## src/rtl/pp_tree_accum.sv

```systemverilog
// pp_tree_accum: pipelined signed partial-product adder tree with optional saturating accumulator
//   clk, rst       : rising-edge clock, asynchronous active-high reset
//   ce             : global enable, 0 freezes every register
//   in_valid, in_first, acc_mode, pp_in[NUM_PP*PP_W] : input vector and its sideband
//   out_valid, sum_out[ACC_W], sat : result L+1 enabled cycles later, sticky saturation flag
module pp_tree_accum #(
    parameter int NUM_PP = 9,
    parameter int PP_W   = 16,
    parameter int ACC_W  = 24
) (
    input  logic                   clk,
    input  logic                   rst,
    input  logic                   ce,
    input  logic                   in_valid,
    input  logic                   in_first,
    input  logic                   acc_mode,
    input  logic [NUM_PP*PP_W-1:0] pp_in,
    output logic                   out_valid,
    output logic [ACC_W-1:0]       sum_out,
    output logic                   sat
);
    localparam int L  = $clog2(NUM_PP);
    localparam int TW = PP_W + L;

    function automatic int nodes(input int k);
        int n = NUM_PP;
        for (int j = 0; j < k; j++) n = (n + 1) / 2;
        return n;
    endfunction

    genvar k, i;
    for (k = 0; k <= L; k++) begin : lv
        localparam int N = nodes(k);
        localparam int W = PP_W + k;
        logic [N-1:0][W-1:0] node;
        if (k == 0) begin : g_in
            assign node = pp_in;
        end else begin : g_add
            localparam int NP = nodes(k - 1);
            for (i = 0; i < N; i++) begin : n
                logic [W-1:0] sum;
                logic [W-1:0] r;
                // one-bit sign extension of each operand keeps every add overflow-free
                if (2 * i + 1 < NP) begin : g_pair
                    assign sum = {lv[k-1].node[2*i][W-2], lv[k-1].node[2*i]}
                               + {lv[k-1].node[2*i+1][W-2], lv[k-1].node[2*i+1]};
                end else begin : g_pass
                    assign sum = {lv[k-1].node[2*i][W-2], lv[k-1].node[2*i]};
                end
                always_ff @(posedge clk or posedge rst) begin
                    if (rst) r <= '0;
                    else if (ce) r <= sum;
                end
                assign node[i] = r;
            end
        end
    end

    logic [L-1:0] v_pipe, f_pipe, m_pipe;

    always_ff @(posedge clk or posedge rst) begin
        if (rst) begin
            v_pipe <= '0;
            f_pipe <= '0;
            m_pipe <= '0;
        end else if (ce) begin
            v_pipe[0] <= in_valid;
            f_pipe[0] <= in_first;
            m_pipe[0] <= acc_mode;
            for (int j = 1; j < L; j++) begin
                v_pipe[j] <= v_pipe[j-1];
                f_pipe[j] <= f_pipe[j-1];
                m_pipe[j] <= m_pipe[j-1];
            end
        end
    end

    logic [TW-1:0]    root;
    logic [ACC_W:0]   t, r;
    logic [ACC_W-1:0] acc, clamped;
    logic             ovf;

    assign root = lv[L].node[0];
    assign t    = {{(ACC_W + 1 - TW){root[TW-1]}}, root};
    assign r    = {acc[ACC_W-1], acc} + t;
    // r[ACC_W] is the true sign; disagreement with r[ACC_W-1] means out of ACC_W range
    assign ovf  = r[ACC_W] ^ r[ACC_W-1];

    always_comb clamped = ovf ? {r[ACC_W], {(ACC_W-1){~r[ACC_W]}}} : r[ACC_W-1:0];

    always_ff @(posedge clk or posedge rst) begin
        if (rst) begin
            acc       <= '0;
            sum_out   <= '0;
            sat       <= 1'b0;
            out_valid <= 1'b0;
        end else if (ce) begin
            out_valid <= v_pipe[L-1];
            if (v_pipe[L-1]) begin
                if (!m_pipe[L-1]) begin
                    sum_out <= t[ACC_W-1:0];
                end else if (f_pipe[L-1]) begin
                    acc     <= t[ACC_W-1:0];
                    sum_out <= t[ACC_W-1:0];
                    sat     <= 1'b0;
                end else begin
                    acc     <= clamped;
                    sum_out <= clamped;
                    sat     <= sat | ovf;
                end
            end
        end
    end
endmodule

```

## config.mk

```make
export PLATFORM = sky130hd
export DESIGN_NAME = pp_tree_accum
export DESIGN_NICKNAME = d
export VERILOG_FILES = /design/src/rtl/pp_tree_accum.sv
export SDC_FILE = /design/constraint.sdc
export NUM_CORES = 1
export LEC_CHECK = 0
export BUFFER_PORTS_ARGS = -buffer_cell sky130_fd_sc_hd__buf_2
export CAP_MARGIN = 20
export CELL_PAD_IN_SITES_DETAIL_PLACEMENT = 0
export CELL_PAD_IN_SITES_GLOBAL_PLACEMENT = 1
export CORE_UTILIZATION = 40
export DETAILED_ROUTE_END_ITERATION = 12
export PLACE_DENSITY_LB_ADDON = 0.25
export SKIP_CTS_REPAIR_TIMING = 1
export SLEW_MARGIN = 25
export SYNTH_ARGS = -nofsm -noshare
export SYNTH_HDL_FRONTEND = slang
export SYNTH_SLANG_ARGS = --single-unit
```

## constraint.sdc

```tcl
create_clock -name clk -period 8.9 [get_ports clk]
set_clock_uncertainty 0.05 [all_clocks]
set_input_delay 0.445 -clock clk [delete_from_list [all_inputs] [get_ports clk]]
set_output_delay 0.445 -clock clk [all_outputs]
set_load 0.02 [all_outputs]
```

==> impl_metrics.yaml <==
run_status:
  run_status: "completed"
global_route:
  grtUsageTotal: 0.193
  antenna_violations_before_repair: 0
  grt_pass1_wl_um: 65300
  total_gr_overflow: 0
  number_of_global_route_vias_before_repair: 12600
  grt_start_max_net_pins: 131
timing:
  finalCriticalPeriod_ns: 3.70
  worst_slew_pin_slew_ns: 0.970
  grt_setup_unrepaired: "no"
  finalHoldViolations: 0
  tns_ns: 0
  final.period_utilization: 0.415
  maxSlewViolCount: 0
  setup_viol: 0
  max_slew_margin: 0.353
  maxClockFrequency_mhz: 270
power_and_ir_drop:
  leakage_uw: 0.00869
  p_sw_frac: 0.412
  p_sw_uw: 2710
  clk_pwr_share: 0.190
  internal_power_uw: 3880
  power_per_cell_area_nw_per_um2: 349
  p_seq_frac: 0.285
  finalPower_uw: 6590
  vdd_ir_drop_max_mv: 0.164
  power.share.combinational: 0.525
route:
  wl_per_cell_um: 17.0
  finalWirelength_um: 39700
  drt-vias-per-instance: 5.46
  pre_antenna_drt_iters: 5
  dr.first_iter.drc_count: 647
  detailroute.via_count: 12700
  drcViolationCount: 0
  drt.antenna.violating_nets: 0
floorplanning:
  floorplan.die_area_um2: 41900
  fp.dieW_um: 205
  core_area_um2: 40100
  top_level_ports: 176
  rows: 73
  die_h_um: 205
  initial_utilization: 0.410
final_layout:
  nNetsFinal: 2107
  flow.area_growth_from_synthesis_pct: 15.1
  stdcell_count: 2336
  insertedDiodeCount: 0
  layout.core_utilization: 0.471
  final_design_area_no_fill_um2: 18900
  mostFrequentLayoutCell: "sky130_fd_sc_hd__dfrtp_1"
  layout.cells.most_common_list: "sky130_fd_sc_hd__dfrtp_1, sky130_fd_sc_hd__buf_2, sky130_fd_sc_hd__ha_1"
  drive_gt1_frac: 0.222
critical_path:
  cp_max_fo: 14
  crit_path_end: "acc[4]"
  critical_path_required_ns: 9.28
  worstRegToRegCells: 12
  kind_of_capture_point_of_the_worst_setup_path: "flop"
  startpoint: "lv[4].g_add.n[0].r[0]"
  cp-start-kind: "flop"
  timing.setup.critical_path_class: "reg -> reg"
  slowest_cell_on_crit_path: "sky130_fd_sc_hd__o31ai_1"
  worst_r2r_endpoint: "acc[4]"
  arrival_ns: 4.08
  reg2reg_slack_ns: 5.20
  worst_path_largest_cell_delay_ns: 0.50
  crit_path_cell_trace: "ha_1 -> inv_1 -> fa_1 -> nor2b_1 -> o31ai_1 -> a211oi_1 -> o21bai_1 -> a31oi_2 -> nor2_1 -> nand2_2 -> a311o_1 -> o211a_1"
  r2r-start: "lv[4].g_add.n[0].r[0]"
cts:
  cts_buffers: 30
  tritoncts: "done"
  clock_insertion_delay_worst_skew_ns: 0.55
  htree_num_levels: 1
  clk_root_buffer_cell: "sky130_fd_sc_hd__clkbuf_16"
  cts_buffer_depth: 3
  cts.reportedPaths.clkPinSlew_ns: 0.06
  numClockSinks: 253
placement:
  placement.cell_area_um2: 17800
  dpl.hpwl_um: 29700
  buffer_ports.inserted: 175
  routabilityCongestion: 0.891
  placedCellCount: 2280
logic_synthesis:
  share_of_flip_flops_with_an_asynchronous_set_or_reset_after_synthesis: 1.00
  synth-edff-count: 0
  syn_nets: 1937
  postSynthCellCount: 1619
  synth_area_per_cell_um2: 10.1
  yosysWarningCount: 0
  register_bit_total_from_synthesis: 253
  synth_cell_types: 77
  synthesis.area_um2: 16400
  ys_dominant_reg_cell: "sky130_fd_sc_hd__dfrtp_1"
  synth-seq-area-share: 0.385
flow_run:
  timing.max_cap.violations: 0
min_path:
  startpoint_of_the_most_critical_hold_path: "pp_in[132]"
  hold_crit_depth: 2
  hold_path.class: "in -> reg"
==> cells in the mapped netlist, types with 8 or more instances <==
cell / number / area [µm²]
sky130_fd_sc_hd__o311ai_0: 10 / 87.6
sky130_fd_sc_hd__dfrtp_1: 253 / 6330
sky130_fd_sc_hd__o21ai_0: 68 / 340
sky130_fd_sc_hd__nor3b_1: 10 / 75.1
sky130_fd_sc_hd__a21oi_1: 106 / 531
sky130_fd_sc_hd__xor2_1: 35 / 307
sky130_fd_sc_hd__and3_1: 15 / 93.8
sky130_fd_sc_hd__o31ai_1: 25 / 188
sky130_fd_sc_hd__ha_1: 159 / 1990
sky130_fd_sc_hd__nand2b_1: 11 / 68.8
sky130_fd_sc_hd__or3_1: 12 / 75.1
sky130_fd_sc_hd__xnor2_1: 75 / 657
sky130_fd_sc_hd__inv_1: 50 / 188
sky130_fd_sc_hd__nor2_1: 100 / 375
sky130_fd_sc_hd__fa_1: 9 / 180
sky130_fd_sc_hd__clkbuf_1: 36 / 135
sky130_fd_sc_hd__a21o_1: 50 / 375
sky130_fd_sc_hd__nor3_1: 31 / 155
sky130_fd_sc_hd__and2_1: 8 / 50.1
sky130_fd_sc_hd__nor2b_1: 24 / 150
sky130_fd_sc_hd__mux2i_1: 11 / 110
sky130_fd_sc_hd__mux2_2: 145 / 1630
sky130_fd_sc_hd__buf_1: 8 / 30.0
sky130_fd_sc_hd__nand2_1: 137 / 514
sky130_fd_sc_hd__a31oi_1: 15 / 93.8
sky130_fd_sc_hd__nand3_1: 42 / 210
sky130_fd_sc_hd__a211oi_1: 20 / 150
sky130_fd_sc_hd__o21a_1: 20 / 150
==> layer usage <==
metal	share of wire	vias to the layer above	wire length (µm)	GRT usage
met5	0	-	0	0
met3	0.036	48	1450	0.0202
met4	0.022	0	893	0.0477
met2	0.47	270	18700	0.322
met1	0.47	6133	18700	0.266
li1	-	6298	-	-
==> critical path: cells and delay by family (launching register included) <==
family	cells	cell delay, ns
adders and majority gates	2	0.44
DFF	1	0.40
buffers and inverters	1	0.07
AOI/OAI and AO/OA	6	1.73
and+or+nand+nor	3	0.89
==> how the worst min path moves through the flow <==
stage                                   endpoint  slack, ns
after floorplan                          acc[23]       0.39
after global placement                   acc[23]       0.41
after detailed placement               out_valid       0.42
after CTS                 lv[1].g_add.n[4].r[14]       0.06
after global routing       lv[1].g_add.n[4].r[4]       0.06
final                      lv[1].g_add.n[4].r[4]       0.08
==> per-stage QoR <==
| stage | setup WS (ns) | hold WS (ns) |
|---|---|---|
| after global placement | 5.36 | 0.406 |
| after floorplan | 1.45 | 0.393 |
| after CTS | 5.22 | 0.0562 |
| final | 5.20 | 0.0758 |
| after global routing | 4.93 | 0.0595 |
| after detailed placement | 5.25 | 0.418 |
==> area by class of cell <==
class / instances / area (µm²)
flip-flops and latches: 253 / 6330
well taps: 525 / 657
repair buffers: 184 / 972
multi-input cells: 1270 / 9730
fillers: 3885 / 21200
inverters: 50 / 195
clock buffers: 44 / 885
clock inverters: 10 / 133
==> registers in the layout, indices dropped and copies added (netlist names) <==
| signal | cells |
|---|---|
| acc | 24 |
| sum_out | 24 |
| v_pipe | 4 |
| m_pipe | 4 |
| sat | 1 |
| f_pipe | 4 |
| lv.g_add.n.r | 191 |
| out_valid | 1 |
==> logic make-up (layout without fill, tap and decap cells) <==
kind of cell | after synthesis | count (layout) | share of synthesized area
xor+xnor | 111 | 111 | 0.0603
flops | 253 | 253 | 0.385
buf+inv | 96 | 288 | 0.0225
mux | 157 | 157 | 0.107
fa+ha+maj | 169 | 169 | 0.133
compound gates | 417 | 417 | 0.172
simple gates | 416 | 416 | 0.119
==> power groups by stage <==
stage / clock, µW / combinational (µW) / sequential, µW
floorplan: 0 / 2640 / 1820
global placement: 0 / 3430 / 1900
detailed placement: 0 / 3440 / 1910
CTS: 1280 / 3470 / 1890
global route: 1330 / 3870 / 1940
finish: 1250 / 3460 / 1880
No activity file was read; power rests on OpenSTA's default activity.
